File: config.mk
export PLATFORM = sky130hd
export DESIGN_NAME = ones_window_ctrl_flat
export DESIGN_NICKNAME = d
export VERILOG_FILES = /design/src/rtl/ones_window_ctrl_pkg.sv /design/src/rtl/ones_window_ctrl_if.sv /design/src/rtl/ones_window_ctrl_sat_up_counter.sv /design/src/rtl/ones_window_ctrl.sv /design/src/flat_wrapper.sv
export SDC_FILE = /design/constraint.sdc
export NUM_CORES = 1
export LEC_CHECK = 0
export BUFFER_PORTS_ARGS = -buffer_cell sky130_fd_sc_hd__buf_4
export CELL_PAD_IN_SITES_DETAIL_PLACEMENT = 1
export CELL_PAD_IN_SITES_GLOBAL_PLACEMENT = 2
export CORE_UTILIZATION = 36
export CTS_BUF_LIST = sky130_fd_sc_hd__clkbuf_8
export CTS_CLUSTER_DIAMETER = 60
export CTS_CLUSTER_SIZE = 30
export DETAILED_ROUTE_END_ITERATION = 6
export HOLD_SLACK_MARGIN = 0.06
export PLACE_DENSITY = 0.76
export SLEW_MARGIN = 15
export SYNTH_ARGS = -nofsm -noshare
export SYNTH_HDL_FRONTEND = slang
export SYNTH_SLANG_ARGS = --single-unit
File: constraint.sdc
create_clock -name clk -period 1.99 [get_ports clk]
set_clock_uncertainty 0.15 [all_clocks]
set_input_delay 0.0995 -clock clk [delete_from_list [all_inputs] [get_ports clk]]
set_output_delay 0.0995 -clock clk [all_outputs]
set_load 0.01 [all_outputs]
File: src/rtl/ones_window_ctrl_pkg.sv
// ones_ctrl_pkg
// Shared types and helpers for the ones-counting window controller.
//   state_t      : controller FSM states (IDLE, COUNT, DONE)
//   idx_width()  : bit index width able to hold 0..win_len
//   sat_max()    : saturation ceiling of an unsigned counter of a given width
package ones_ctrl_pkg;

  typedef enum logic [1:0] {
    IDLE  = 2'd0,
    COUNT = 2'd1,
    DONE  = 2'd2
  } state_t;

  localparam int DEFAULT_WIN_LEN = 8;
  localparam int DEFAULT_CNT_W   = 4;
  // The index runs up to WIN_LEN, so one extra value beyond the last bit.
  localparam int DEFAULT_IDX_W   = $clog2(DEFAULT_WIN_LEN + 1);

  function automatic int idx_width(input int win_len);
    return $clog2(win_len + 1);
  endfunction

  function automatic logic [31:0] sat_max(input int width);
    return (32'd1 << width) - 32'd1;
  endfunction

endpackage

File: src/rtl/ones_window_ctrl_if.sv
// ones_window_ctrl_if
// Bundles the window request, serial bit stream and result handshake.
//   master : bit source / result consumer (drives start, abort, bit_in,
//            bit_valid, result_ready; observes result, result_valid, busy,
//            overflow)
//   slave  : the controller (mirror image of master)
interface ones_window_ctrl_if #(
  parameter int CNT_W = 4
);

  logic             start;
  logic             abort;
  logic             bit_in;
  logic             bit_valid;
  logic [CNT_W-1:0] result;
  logic             result_valid;
  logic             result_ready;
  logic             busy;
  logic             overflow;

  modport master (
    output start, abort, bit_in, bit_valid, result_ready,
    input  result, result_valid, busy, overflow
  );

  modport slave (
    input  start, abort, bit_in, bit_valid, result_ready,
    output result, result_valid, busy, overflow
  );

endinterface

File: src/rtl/ones_window_ctrl_sat_up_counter.sv
// sat_up_counter
// Unsigned up counter that saturates at 2^CNT_W-1 and never wraps.
//   clk   : clock
//   reset : asynchronous active-low reset, clears the count
//   clr   : synchronous clear (wins over inc)
//   inc   : increment request
//   count : current count
//   sat   : combinational pulse when an increment is attempted at the ceiling
module sat_up_counter
  import ones_ctrl_pkg::*;
#(
  parameter int CNT_W = 4
) (
  input  logic             clk,
  input  logic             reset,
  input  logic             clr,
  input  logic             inc,
  output logic [CNT_W-1:0] count,
  output logic             sat
);

  localparam logic [CNT_W-1:0] MAX_CNT = CNT_W'(sat_max(CNT_W));

  logic [CNT_W-1:0] count_q;
  logic [CNT_W-1:0] count_d;

  always_comb begin
    count_d = count_q;
    if (clr) begin
      count_d = '0;
    end else if (inc && (count_q != MAX_CNT)) begin
      count_d = count_q + CNT_W'(1);
    end
  end

  always_ff @(posedge clk or negedge reset) begin
    if (!reset) begin
      count_q <= '0;
    end else begin
      count_q <= count_d;
    end
  end

  assign count = count_q;
  assign sat   = inc && !clr && (count_q == MAX_CNT);

endmodule

File: src/rtl/ones_window_ctrl.sv
// ones_window_ctrl
// Opens a window on start, counts the ones among exactly WIN_LEN qualified
// bits (saturating), then offers the count on a valid/ready handshake.
//   clk   : clock
//   reset : asynchronous active-low reset
//   bus   : ones_window_ctrl_if.slave
//           start/abort       window control (abort beats start/completion)
//           bit_in/bit_valid  serial data and its qualifier
//           result/overflow   count and saturation flag of the last window
//           result_valid/ready result handshake
//           busy              window open
module ones_window_ctrl
  import ones_ctrl_pkg::*;
#(
  parameter int WIN_LEN = 8,
  parameter int CNT_W   = 4
) (
  input logic                clk,
  input logic                reset,
  ones_window_ctrl_if.slave  bus
);

  localparam int               IDX_W    = idx_width(WIN_LEN);
  localparam logic [IDX_W-1:0] LAST_IDX = IDX_W'(WIN_LEN - 1);

  state_t           state_q, state_d;
  logic [IDX_W-1:0] idx_q, idx_d;
  logic             ovf_q, ovf_d;
  logic [CNT_W-1:0] result_q, result_d;
  logic             overflow_q, overflow_d;
  logic             result_valid_q, result_valid_d;
  logic             busy_q, busy_d;

  logic             cnt_clr;
  logic             cnt_inc;
  logic [CNT_W-1:0] count;
  logic             sat;
  logic             take_bit;
  logic [CNT_W-1:0] count_final;
  logic             ovf_final;

  sat_up_counter #(
    .CNT_W (CNT_W)
  ) u_counter (
    .clk   (clk),
    .reset (reset),
    .clr   (cnt_clr),
    .inc   (cnt_inc),
    .count (count),
    .sat   (sat)
  );

  // A bit is taken only inside an open window and never in an abort cycle.
  // count_final / ovf_final are the values after including this cycle's bit,
  // which is what gets captured when the last bit closes the window.
  always_comb begin
    take_bit    = (state_q == COUNT) && bus.bit_valid && !bus.abort;
    cnt_inc     = take_bit && bus.bit_in;
    count_final = (cnt_inc && !sat) ? count + CNT_W'(1) : count;
    ovf_final   = ovf_q | sat;
  end

  always_comb begin
    state_d    = state_q;
    idx_d      = idx_q;
    ovf_d      = ovf_q;
    result_d   = result_q;
    overflow_d = overflow_q;
    cnt_clr    = 1'b0;

    case (state_q)
      IDLE: begin
        if (bus.start && !bus.abort) begin
          state_d = COUNT;
          idx_d   = '0;
          ovf_d   = 1'b0;
          cnt_clr = 1'b1;
        end
      end

      COUNT: begin
        if (bus.abort) begin
          state_d = IDLE;
        end else if (bus.bit_valid) begin
          idx_d = idx_q + IDX_W'(1);
          ovf_d = ovf_final;
          if (idx_q == LAST_IDX) begin
            state_d    = DONE;
            result_d   = count_final;
            overflow_d = ovf_final;
          end
        end
      end

      DONE: begin
        // Accepting with start held chains straight into the next window.
        if (bus.result_ready) begin
          if (bus.start && !bus.abort) begin
            state_d = COUNT;
            idx_d   = '0;
            ovf_d   = 1'b0;
            cnt_clr = 1'b1;
          end else begin
            state_d = IDLE;
          end
        end
      end

      default: begin
        state_d = IDLE;
      end
    endcase

    busy_d         = (state_d == COUNT);
    result_valid_d = (state_d == DONE);
  end

  always_ff @(posedge clk or negedge reset) begin
    if (!reset) begin
      state_q        <= IDLE;
      idx_q          <= '0;
      ovf_q          <= 1'b0;
      result_q       <= '0;
      overflow_q     <= 1'b0;
      result_valid_q <= 1'b0;
      busy_q         <= 1'b0;
    end else begin
      state_q        <= state_d;
      idx_q          <= idx_d;
      ovf_q          <= ovf_d;
      result_q       <= result_d;
      overflow_q     <= overflow_d;
      result_valid_q <= result_valid_d;
      busy_q         <= busy_d;
    end
  end

  assign bus.result       = result_q;
  assign bus.overflow     = overflow_q;
  assign bus.result_valid = result_valid_q;
  assign bus.busy         = busy_q;

endmodule

File: src/flat_wrapper.sv
// flat-port wrapper written by rule: the top's interface ports become plain ports
module ones_window_ctrl_flat import ones_ctrl_pkg::*;
#(
  parameter int WIN_LEN = 8,
  parameter int CNT_W   = 4
)
  (clk, reset, bus_start, bus_abort, bus_bit_in, bus_bit_valid, bus_result_ready, bus_result, bus_result_valid, bus_busy, bus_overflow);
  ones_window_ctrl_if #(.CNT_W(CNT_W)) bus_i ();
  input logic clk;
  input logic reset;
  input wire logic [$bits(bus_i.start)-1:0] bus_start;
  input wire logic [$bits(bus_i.abort)-1:0] bus_abort;
  input wire logic [$bits(bus_i.bit_in)-1:0] bus_bit_in;
  input wire logic [$bits(bus_i.bit_valid)-1:0] bus_bit_valid;
  input wire logic [$bits(bus_i.result_ready)-1:0] bus_result_ready;
  output wire logic [$bits(bus_i.result)-1:0] bus_result;
  output wire logic [$bits(bus_i.result_valid)-1:0] bus_result_valid;
  output wire logic [$bits(bus_i.busy)-1:0] bus_busy;
  output wire logic [$bits(bus_i.overflow)-1:0] bus_overflow;
  assign bus_i.start = bus_start;
  assign bus_i.abort = bus_abort;
  assign bus_i.bit_in = bus_bit_in;
  assign bus_i.bit_valid = bus_bit_valid;
  assign bus_i.result_ready = bus_result_ready;
  assign bus_result = bus_i.result;
  assign bus_result_valid = bus_i.result_valid;
  assign bus_busy = bus_i.busy;
  assign bus_overflow = bus_i.overflow;
  ones_window_ctrl #(.WIN_LEN(WIN_LEN), .CNT_W(CNT_W)) u_core (.clk(clk), .reset(reset), .bus(bus_i));
endmodule
==> flow_summary.json, run 1 <==
{
  "critical_path.startpoint_type": "primary input",
  "timing.critical_path.arrival_ps": 1810,
  "dp_hpwl_mm": 1.430,
  "worstPathCellList": "dlygate4sd3_1 -> buf_4 -> nor3b_2 -> nand2_1 -> a2111oi_4 -> o31ai_1",
  "synth.yosys.warnings": 0,
  "die_ar_sq_mm": 0.002598,
  "syn-cell-area_sq_um": 863.3,
  "total_of_flip_flops_plus_latches_after_synthesis": 18,
  "pwr_density_cell_mw_per_mm2": 675.8,
  "holdCritPathClass": "in2reg",
  "n_antenna_cell": 0,
  "grt_start_max_net_pins": 19,
  "grt-busiest-layer": "met2",
  "timing.critical_path.slowest_cell_delay_ps": 540,
  "post_synth.cell_area_avg_sq_um": 10.79,
  "crit_path_max_delay_cell_type": "sky130_fd_sc_hd__dlygate4sd3_1",
  "grtUsageMet1_pct": 24.06,
  "path_class": "in2reg",
  "r2r_setup_slack_ps": 230,
  "grt_pass1_wl_mm": 3.339,
  "hp-start": "bus_result_ready",
  "number_of_buffer_and_inverter_stages_on_the_critical_path": 2,
  "synth_cells": 80,
  "hold_violations": 0,
  "max_freq_mhz": 545.6,
  "grt_met2_use_pct": 27.85,
  "antenna_found_initial": 0,
  "ant_nets": 0,
  "boundaryPins": 14,
  "fraction_of_met3_tracks_used_by_global_routing_pct": 1.786,
  "reg2reg_from": "u_core.state_q[0]$_DFF_PN0_",
  "design.final.nets": 109,
  "syn-num-nets": 89,
  "area_delta_synth_final_pct": 23.91,
  "drt-vias-per-instance": 5.349,
  "hold_end": "u_core.state_q[1]$_DFF_PN0_",
  "regToRegEndpoint": "u_core.bus.result[2]$_DFFE_PN0P_",
  "synth.lib_cells_used.distinct": 29,
  "final_core_utilization_pct": 47.90,
  "vias": 674,
  "timing.final.crit_share_pct": 92.10,
  "hold_path_depth": 3,
  "worst_ep_required_time_ps": 1970,
  "max_slew.worst_pin.slew_ps": 347.0,
  "remaining_drc_errors": 0,
  "initial_utilization_pct": 38.66,
  "slew_viol_final": 0,
  "portBuffers": 13,
  "cts.clk_slew.worst_paths_ps": 70,
  "worst_path_fanout_max": 7,
  "outcome": "finished, final reports clean",
  "grt_util_all_layers_pct": 17.64,
  "cts_tree": "yes",
  "yosysSeqAreaShare_pct": 52.17,
  "period_minus_slack_ps": 1833,
  "chipWidth_um": 50.97,
  "number_of_global_route_vias_before_repair": 700,
  "ir_drop_uv": 382.4,
  "critPathTopFamily": "buffers and inverters",
  "cts_setup_buffers": 0,
  "timing.max_slew.rel_slack_pct": 76.86,
  "detail_route.wl_per_cell_um": 14.78,
  "clock_tree.buffer_depth": 2,
  "clock-sinks": 18,
  "h_tree_levels": 1,
  "report.final.setup_viol": 0,
  "summed_negative_setup_slack_over_all_endpoints_ps": 0,
  "number_of_buffers_created_by_cts": 3,
  "clk_root_buffer_cell": "sky130_fd_sc_hd__clkbuf_8",
  "layout-drive-gt1-share_pct": 24.49,
  "postRouteWirelength_mm": 1.862,
  "grt_setup_unrepaired": "false",
  "detail_route.iter0.violations": 6,
  "max_cap_violations": 0,
  "power.leakage_nw": 0.5075,
  "number_of_non_filler_instances_in_the_completed_layout": 126,
  "clk_latency_ps": 250,
  "core.rowCount": 17,
  "gr-total-overflow": 0,
  "pre_antenna_drt_iters": 4,
  "worst_r2r_path_depth": 4,
  "core_sq_mm": 0.002233,
  "fp.dieH_um": 50.97,
  "cp-end-kind": "flop",
  "place.gp.congestion": 0.7573,
  "dp.cells": 121
}
cell families (layout without fill, tap and decap cells):
group | after synthesis | in the layout | synth area share, %
and+or+nand+nor | 36 | 36 | 25.94
AOI/OAI and AO/OA | 18 | 18 | 13.33
DFF | 18 | 18 | 52.17
muxes | 4 | 4 | 4.783
adders and majority gates | 2 | 2 | 2.898
buffers and inverters | 2 | 20 | 0.8699
cell usage after synthesis, drive strengths merged:
master    n  area (sq um)
dfrtp    18         450.4
nand3     2         10.01
mux2      1         11.26
a2111oi   1         15.01
and2      3         20.02
nor3      2         10.01
nand2    10         40.04
and4      1         11.26
and3      1         6.260
or3b      1         8.760
nand2b    5         31.28
mux2i     3         30.03
and4bb    1         16.27
or3       1         6.260
ha        2         25.02
a31oi     2         12.51
a22o      1         8.760
a21oi     6         30.03
and4b     1         10.01
nor2      3         11.26
nor3b     2         20.02
inv       2         7.510
o31ai     2         15.01
o21ai     6         33.78
nand3b    3         22.52
sequential cells by signal, summed over array words and instances (netlist names):
signal / cells
u_core.bus.result: 4
u_core.bus.result_valid: 1
u_core.bus.busy: 1
u_core.state_q: 2
u_core.ovf_q: 1
u_core.u_counter.count: 4
u_core.idx_q: 4
u_core.bus.overflow: 1
worst register-to-register path: stages, from the launching register on:
cell	delay (ps)
sky130_fd_sc_hd__dfrtp_1	460
sky130_fd_sc_hd__nor3b_2	240
sky130_fd_sc_hd__nand2_1	240
sky130_fd_sc_hd__a2111oi_4	430
sky130_fd_sc_hd__o31ai_1	120
through the flow:
stage | hold slack (ps) | cell area (sq um) | setup slack (ps) | total power [mW]
finish | 86.36 | 1070 | 157.2 | 0.7230
global route | 133.3 | 1070 | 8.164 | 0.7536
CTS | 88.76 | 1057 | 141.9 | 0.7303
detailed placement | -163.7 | 996.0 | 223.4 | 0.4743
global placement | -169.7 | 996.0 | 323.3 | 0.4703
floorplan | -346.1 | 863.3 | 409.8 | 0.4385
metal layers:
| metal | wire (um) | part of all wire, % |
|---|---|---|
| met5 | 0 | 0 |
| met4 | 34 | 1.8 |
| met3 | 65 | 3.5 |
| met2 | 871 | 47 |
| met1 | 890 | 48 |
cell usage in the layout, fill, tap and decap left out, drive strengths merged, types with 3 or more instances in the layout:
cell and n:
a21oi 6, and2 3, buf 13, clkbuf 3
dfrtp 18, mux2i 3, nand2 10, nand2b 5
nand3b 3, nor2 3, o21ai 6
final cells by class:
class | count | area (sq um)
inverter | 2 | 7.507
multi-input combinational | 60 | 417.9
tap | 28 | 35.03
fill | 256 | 1164
timing repair buffer | 15 | 117.6
clock buffer | 3 | 41.29
sequential | 18 | 450.4
power breakdown:
| part | internal, mW | switching, mW | leakage, nW | total, mW |
|---|---|---|---|---|
| registers | 0.380 | 0.0141 | 0.247 | 0.394 |
| clock network | 0.135 | 0.119 | 0.0216 | 0.253 |
| logic | 0.0367 | 0.0385 | 0.239 | 0.0752 |
| total | 0.551 | 0.171 | 0.508 | 0.723 |
timing repair:
item                       CTS  global route
hold endpoints to repair    19             0
setup endpoints to repair    0             2
resized for setup            0             1
hold buffers                 2             0
worst max-delay path by stage:
stage | start | slack (ps) | end | cells past startpoint
after global placement | u_core.state_q[0]$_DFF_PN0_ | 320 | u_core.bus.result[2]$_DFFE_PN0P_ | 4
after global routing | bus_abort | 8 | u_core.bus.result[2]$_DFFE_PN0P_ | 6
final | bus_abort | 160 | u_core.bus.result[2]$_DFFE_PN0P_ | 6
after CTS | bus_abort | 140 | u_core.bus.result[2]$_DFFE_PN0P_ | 6
after detailed placement | u_core.state_q[0]$_DFF_PN0_ | 220 | u_core.bus.result[2]$_DFFE_PN0P_ | 4
after floorplan | u_core.state_q[0]$_DFF_PN0_ | 410 | u_core.bus.result[2]$_DFFE_PN0P_ | 4
(Power assumes the default switching activity.)
==> run 2, diff against run 1 <==
--- a/config.mk
+++ b/config.mk
@@ -5,10 +5,12 @@
 export SDC_FILE = /design/constraint.sdc
 export NUM_CORES = 1
 export LEC_CHECK = 0
+export ABC_AREA = 1
 export BUFFER_PORTS_ARGS = -buffer_cell sky130_fd_sc_hd__buf_4
 export CELL_PAD_IN_SITES_DETAIL_PLACEMENT = 1
 export CELL_PAD_IN_SITES_GLOBAL_PLACEMENT = 2
-export CORE_UTILIZATION = 36
+export CORE_ASPECT_RATIO = 0.5
+export CORE_UTILIZATION = 34
 export CTS_BUF_LIST = sky130_fd_sc_hd__clkbuf_8
 export CTS_CLUSTER_DIAMETER = 60
 export CTS_CLUSTER_SIZE = 30
==> run 2 against run 1 <==
Net effect: synthesized cell count grew 45%; maximum frequency grew 16%; via count grew 14%; first-iteration DRC count grew to 3.2 times the previous value; highest routed layer is now met3.
==> flow_summary.json, run 2 <==
{
  "antenna_found_initial": 0,
  "cts_tree": "yes",
  "ys_top_cells_by_area": "sky130_fd_sc_hd__dfrtp_1, sky130_fd_sc_hd__nand2_1, sky130_fd_sc_hd__inv_1",
  "slew_viol_final": 0,
  "worstPathCellList": "ha_1 -> nand4_1 -> nor3_4 -> inv_2 -> nand2_1 -> nand2_1",
  "path_class": "reg2reg",
  "ctsResizeCount": 0,
  "power.leakage_nw": 0.6177,
  "outcome": "finished, final reports clean",
  "post_synth.cell_area_avg_sq_um": 8.359,
  "fraction_of_met3_tracks_used_by_global_routing_pct": 5.581,
  "grt-busiest-layer": "met2",
  "grt_met2_use_pct": 26.55,
  "postLayoutSetupSlackWorst_ps": 411.4,
  "finalPower_mw": 0.8219,
  "hold_violations": 0,
  "ant_nets": 0,
  "timing.max_slew.rel_slack_pct": 78.96,
  "chipWidth_um": 77.53,
  "hp-start": "bus_abort",
  "core_sq_mm": 0.002651,
  "ir_drop_uv": 278.5,
  "remaining_drc_errors": 0,
  "report.final.setup_viol": 0,
  "area_delta_synth_final_pct": 21.16,
  "postRouteWirelength_mm": 2.057,
  "vias": 771,
  "cp-end-kind": "flop",
  "grt_setup_unrepaired": "false",
  "timing.critical_path.slowest_cell_delay_ps": 390,
  "grt_start_max_net_pins": 19,
  "worst_ep_required_time_ps": 1990,
  "place.gp.congestion": 0.7087,
  "timing.final.crit_share_pct": 79.33,
  "critical_path.startpoint_type": "flop",
  "timing.critical_path.arrival_ps": 1570,
  "detail_route.wl_per_cell_um": 12.03,
  "grt_pass1_wl_mm": 3.477,
  "total_of_flip_flops_plus_latches_after_synthesis": 18,
  "clk_root_buffer_cell": "sky130_fd_sc_hd__clkbuf_8",
  "drt-vias-per-instance": 4.509,
  "place_area_sq_mm": 0.001114,
  "layout.cells.most_common_list": "sky130_fd_sc_hd__nand2_1, sky130_fd_sc_hd__dfrtp_1, sky130_fd_sc_hd__inv_1",
  "core.rowCount": 13,
  "period_minus_slack_ps": 1579,
  "synth.lib_cells_used.distinct": 22,
  "post-place-ws_ps": 385.2,
  "summed_negative_setup_slack_over_all_endpoints_ps": 0,
  "clock-sinks": 18,
  "netlist.top_cell.by_area": "sky130_fd_sc_hd__dfrtp_1",
  "synth_flop_cell": "sky130_fd_sc_hd__dfrtp_1",
  "initial_utilization_pct": 36.57,
  "clock_tree.buffer_depth": 2,
  "switching_share_pct": 28.34,
  "synth.yosys.warnings": 0,
  "max_slew.worst_pin.slew_ps": 314.5,
  "grtUsageMet1_pct": 20.86,
  "power.sequential.fraction_pct": 52.2,
  "grt_util_all_layers_pct": 15.78,
  "netlist.area_leader.share_pct": 46.45,
  "synth_enable_flop_cells": 0,
  "yosysSeqAreaShare_pct": 46.45,
  "h_tree_levels": 1,
  "die_ar_sq_mm": 0.003082,
  "clk_latency_ps": 250,
  "detail_route.iter0.violations": 19,
  "syn-cell-area_sq_um": 969.7,
  "max_cap_violations": 0,
  "layout_commonest_cell": "sky130_fd_sc_hd__nand2_1",
  "startpoint": "u_core.idx_q[0]$_DFFE_PN0P_",
  "final_cell_area_sq_mm": 0.001175,
  "crit_path_max_delay_cell_type": "sky130_fd_sc_hd__dfrtp_1",
  "layout-drive-gt1-share_pct": 23.88,
  "number_of_buffers_created_by_cts": 3,
  "fp.dieH_um": 39.76,
  "pre_antenna_drt_iters": 4,
  "design.final.nets": 145,
  "gr-total-overflow": 0,
  "max_freq_mhz": 633.5,
  "syn-num-nets": 125,
  "portBuffers": 13,
  "clockPowerShare_pct": 31.0,
  "ys_async_sr_fraction_pct": 100.0,
  "boundaryPins": 14,
  "worst_path_fanout_max": 7,
  "reg2reg_from": "u_core.idx_q[0]$_DFFE_PN0P_",
  "n_antenna_cell": 0,
  "pwr_density_cell_mw_per_mm2": 699.6,
  "hold-worst-slack_ps": 65.67,
  "cell_internal_pwr_mw": 0.5890,
  "most_common_library_cells_after_synthesis": "sky130_fd_sc_hd__nand2_1, sky130_fd_sc_hd__dfrtp_1, sky130_fd_sc_hd__inv_1",
  "dp_hpwl_mm": 1.653,
  "number_of_global_route_vias_before_repair": 729,
  "hold_fix_buffers_cts": 2,
  "power.switching_mw": 0.2329,
  "holdCritPathClass": "in2reg",
  "synth_cells": 116,
  "cts_setup_buffers": 0,
  "synth.most_common_cell": "sky130_fd_sc_hd__nand2_1",
  "crit_path_frequent_cell": "sky130_fd_sc_hd__nand2_1",
  "combinationalPowerShare_pct": 16.7,
  "cts.clk_slew.worst_paths_ps": 70
}
run 2: path summary, 6_finish.rpt:
check / endpoint / slack [ps] / depth (start not counted)
worst min register to register: u_core.bus.overflow$_DFFE_PN0P_ / 340 / 2
worst max register to register: u_core.bus.result[0]$_DFFE_PN0P_ / 410 / 6
min in group asynchronous: u_core.idx_q[2]$_DFFE_PN0P_ / 100 / 2
max in group asynchronous: u_core.u_counter.count[1]$_DFFE_PN0P_ / 1390 / 2
worst max-delay path: u_core.bus.result[0]$_DFFE_PN0P_ / 410 / 6
worst min-delay path: u_core.idx_q[1]$_DFFE_PN0P_ / 70 / 4
run 2: worst max-delay path: cells and delay by family (launching register included):
kind | cells | cell delay (ps)
buf+inv | 1 | 130
flops | 1 | 390
simple gates | 4 | 610
fa+ha+maj | 1 | 200
run 2: final cells by class:
class,instances,area [sq um]
Fill cell,327,1476
Multi-Input combinational cell,81,455.4
Sequential cell,18,450.4
Timing Repair Buffer,15,117.6
Inverter,17,63.81
Tap cell,37,46.29
Clock buffer,3,41.29
run 2: stage by stage:
stage | std cells | utilization [%]
finish | 171 | 44.31
global route | 171 | 44.31
CTS | 171 | 44.31
detailed placement | 166 | 42.00
global placement | 166 | 42.00
floorplan | 116 | -
run 2: power by group through the flow:
| stage | sequential (mW) | clock, mW | combinational (mW) |
|---|---|---|---|
| final | 0.429 | 0.255 | 0.138 |
| after floorplan | 0.431 | 0 | 0.0883 |
| after CTS | 0.430 | 0.264 | 0.143 |
| after detailed placement | 0.436 | 0 | 0.139 |
| after global placement | 0.436 | 0 | 0.135 |
| after global routing | 0.436 | 0.275 | 0.161 |
run 2: routing by layer:
layer | routed length [um] | vias up
met2 | 920 | 3
li1 | - | 408
met4 | 0 | 0
met1 | 1093 | 360
met3 | 42 | 0
met5 | 0 | -
run 2: kinds of logic (layout without fill, tap and decap cells):
logic type	count (synthesis)	after routing	synth area share (%)
AND/OR/NAND/NOR	69	69	36.52
flip-flops	18	18	46.45
buffers and inverters	17	35	6.581
AO/OA/AOI/OAI	7	7	5.161
XOR/XNOR	3	3	2.710
adder cells (fa/ha/maj)	2	2	2.580
==> run 3, diff against run 2 <==
--- a/config.mk
+++ b/config.mk
@@ -5,12 +5,11 @@
 export SDC_FILE = /design/constraint.sdc
 export NUM_CORES = 1
 export LEC_CHECK = 0
-export ABC_AREA = 1
+export ABC_AREA = 0
 export BUFFER_PORTS_ARGS = -buffer_cell sky130_fd_sc_hd__buf_4
 export CELL_PAD_IN_SITES_DETAIL_PLACEMENT = 1
 export CELL_PAD_IN_SITES_GLOBAL_PLACEMENT = 2
-export CORE_ASPECT_RATIO = 0.5
-export CORE_UTILIZATION = 34
+export CORE_UTILIZATION = 36
 export CTS_BUF_LIST = sky130_fd_sc_hd__clkbuf_8
 export CTS_CLUSTER_DIAMETER = 60
 export CTS_CLUSTER_SIZE = 30
==> constraint.sdc (replaced) <==
create_clock -name clk -period 1.64 [get_ports clk]
set_clock_uncertainty 0.15 [all_clocks]
set_input_delay 0.082 -clock clk [delete_from_list [all_inputs] [get_ports clk]]
set_output_delay 0.082 -clock clk [all_outputs]
set_load 0.01 [all_outputs]
==> run 3 against run 2 <==
Net effect: via count shrank 12%; power grew 7.2%; clock-buffer cell count is the same; maximum frequency shrank 0.56%; global-route usage grew 1.7 points; sequential share of layout area grew 2.1 points; flip-flop and latch count is the same; die area shrank 16%; first-iteration DRC count shrank 53%; critical path depth shrank 2; critical path type unchanged.
==> flow_summary.json, run 3 (same netlist as run 1, synthesis figures left out) <==
{
  "design.final.nets": 112,
  "detail_route.wl_per_cell_um": 14.48,
  "critPathTopFamily": "simple AND/OR/NAND/NOR gates",
  "period_minus_slack_ps": 1587,
  "worstPathCellList": "and4bb_4 -> and2_2 -> and4_4 -> o31ai_1",
  "max_freq_mhz": 630.0,
  "crit_cells": 4,
  "fillCellCount": 249,
  "postLayoutSetupSlackWorst_ps": 52.59,
  "layout.cells.most_common_list": "sky130_fd_sc_hd__dfrtp_1, sky130_fd_sc_hd__buf_4, sky130_fd_sc_hd__nand2_1",
  "core_sq_mm": 0.002233,
  "postRouteWirelength_mm": 1.868,
  "number_of_buffers_created_by_cts": 3,
  "holdCritPathClass": "in2async",
  "chipWidth_um": 50.97,
  "outcome": "finished, final reports clean",
  "drt-vias-per-instance": 5.240,
  "clk_root_buffer_cell": "sky130_fd_sc_hd__clkbuf_8",
  "grt-busiest-layer": "met2",
  "critical_path.startpoint_type": "flop",
  "worst_path_fanout_max": 7,
  "cts_tree": "yes",
  "regToRegEndpoint": "u_core.bus.result[3]$_DFFE_PN0P_",
  "core.rowCount": 17,
  "timing.final.crit_share_pct": 96.79,
  "vias": 676,
  "grtUsageMet1_pct": 22.99,
  "grt_util_all_layers_pct": 17.48,
  "grt_setup_unrepaired": "true",
  "clock-sinks": 18,
  "worst_r2r_path_depth": 4,
  "worst_ep_required_time_ps": 1650,
  "hold-worst-slack_ps": 82.05,
  "ant_nets": 0,
  "layout-drive-gt1-share_pct": 30.69,
  "portBuffers": 13,
  "r2r_setup_slack_ps": 50,
  "area_delta_synth_final_pct": 29.28,
  "number_of_buffer_and_inverter_stages_on_the_critical_path": 0,
  "finalPower_mw": 0.8813,
  "die_ar_sq_mm": 0.002598,
  "dp_hpwl_mm": 1.421,
  "multi_input_area_sq_um": 440.4,
  "fraction_of_met3_tracks_used_by_global_routing_pct": 3.869,
  "clk_latency_ps": 250,
  "cp-end-kind": "flop",
  "antenna_found_initial": 0,
  "path_class": "reg2reg",
  "timing.critical_path.arrival_ps": 1590,
  "crit_path_max_delay_cell_type": "sky130_fd_sc_hd__dfrtp_2",
  "slew_viol_final": 0,
  "place_area_sq_mm": 0.001011,
  "h_tree_levels": 1,
  "timing.max_slew.rel_slack_pct": 81.34,
  "timing.critical_path.slowest_cell_delay_ps": 460,
  "gr-total-overflow": 0,
  "boundaryPins": 14,
  "grt_met2_use_pct": 26.32,
  "post-place-ws_ps": -33.27,
  "hold_violations": 0,
  "grt_pass1_wl_mm": 3.229,
  "remaining_drc_errors": 0,
  "grt_start_max_net_pins": 19,
  "power.leakage_nw": 0.5326,
  "layout_commonest_cell": "sky130_fd_sc_hd__dfrtp_1",
  "pre_antenna_drt_iters": 4,
  "place.gp.congestion": 0.7902,
  "number_of_global_route_vias_before_repair": 702,
  "reg2reg_from": "u_core.state_q[0]$_DFF_PN0_",
  "report.final.setup_viol": 0,
  "flip_flop_and_latch_area_sq_um": 451.7,
  "clock_tree.buffer_depth": 2,
  "max_cap_violations": 0,
  "fp.dieH_um": 50.97,
  "pwr_density_cell_mw_per_mm2": 789.6,
  "ir_drop_uv": 456.5,
  "detail_route.iter0.violations": 9,
  "max_slew.worst_pin.slew_ps": 279.3,
  "initial_utilization_pct": 38.66,
  "n_antenna_cell": 0,
  "final_cell_area_sq_mm": 0.001116,
  "cts.clk_slew.worst_paths_ps": 60
}
run 3: cell types whose count changed in the layout (fill, tap and decap cells not counted), moves of 4 or more:
cell,change
sky130_fd_sc_hd__inv_1,-13
sky130_fd_sc_hd__nand2_1,-31
sky130_fd_sc_hd__nand2b_1,+5
sky130_fd_sc_hd__nand3_1,-7
sky130_fd_sc_hd__nand4_1,-4
sky130_fd_sc_hd__o21ai_0,+5
run 3: how the worst max path moves through the flow:
stage / from / end / slack (ps)
after floorplan: u_core.state_q[0]$_DFF_PN0_ / u_core.bus.result[2]$_DFFE_PN0P_ / 60
after detailed placement: u_core.state_q[0]$_DFF_PN0_ / u_core.bus.result[2]$_DFFE_PN0P_ / -30
after CTS: u_core.state_q[1]$_DFF_PN0_ / u_core.u_counter.count[0]$_DFFE_PN0P_ / 20
final: u_core.state_q[0]$_DFF_PN0_ / u_core.bus.result[3]$_DFFE_PN0P_ / 50
after global routing: u_core.idx_q[0]$_DFFE_PN0P_ / u_core.bus.result[2]$_DFFE_PN0P_ / -30
after global placement: u_core.state_q[1]$_DFF_PN0_ / u_core.bus.result[2]$_DFFE_PN0P_ / 60
run 3: repair_timing:
| action | in CTS | in global routing |
|---|---|---|
| hold buffers | 2 | 0 |
| setup endpoints to repair | 2 | 8 |
| resized for setup | 3 | 4 |
| pin swaps | 1 | 5 |
| setup buffers | 0 | 1 |
| endpoints found under the hold margin | 20 | 0 |
run 3: through the flow:
step / std cells / setup TNS [ps] / util, %
detailed placement: 123 / -33.27 / 45.27
CTS: 128 / 0 / 48.91
finish: 129 / 0 / 49.97
global placement: 123 / 0 / 45.27
floorplan: 80 / 0 / -
global route: 129 / -77.11 / 49.97
run 3: report_power, final:
part           internal [mW]  leakage (nW)  total [mW]  switching [mW]
Clock                  0.163        0.0216       0.300           0.137
Sequential             0.462         0.246       0.481          0.0185
Combinational         0.0518         0.265       0.101          0.0487
Total                  0.677         0.533       0.881           0.204
run 3: metal layers:
layer,wire (um),up-vias
li1,-,330
met1,895,327
met2,868,15
met3,69,4
met4,34,0
met5,0,-
run 3: cell type report:
class | instances | share of cell area [%]
multi-input cells | 60 | 39.46
clock buffers | 3 | 3.700
well taps | 28 | 3.139
flip-flops and latches | 18 | 40.47
inverters | 2 | 0.6726
repair buffers | 18 | 12.56
run 3: worst reg2reg max path, delay by kind of cell, from the launching register on:
kind            cells  cell delay (ps)
compound gates      1              220
flops               1              460
simple gates        3              670
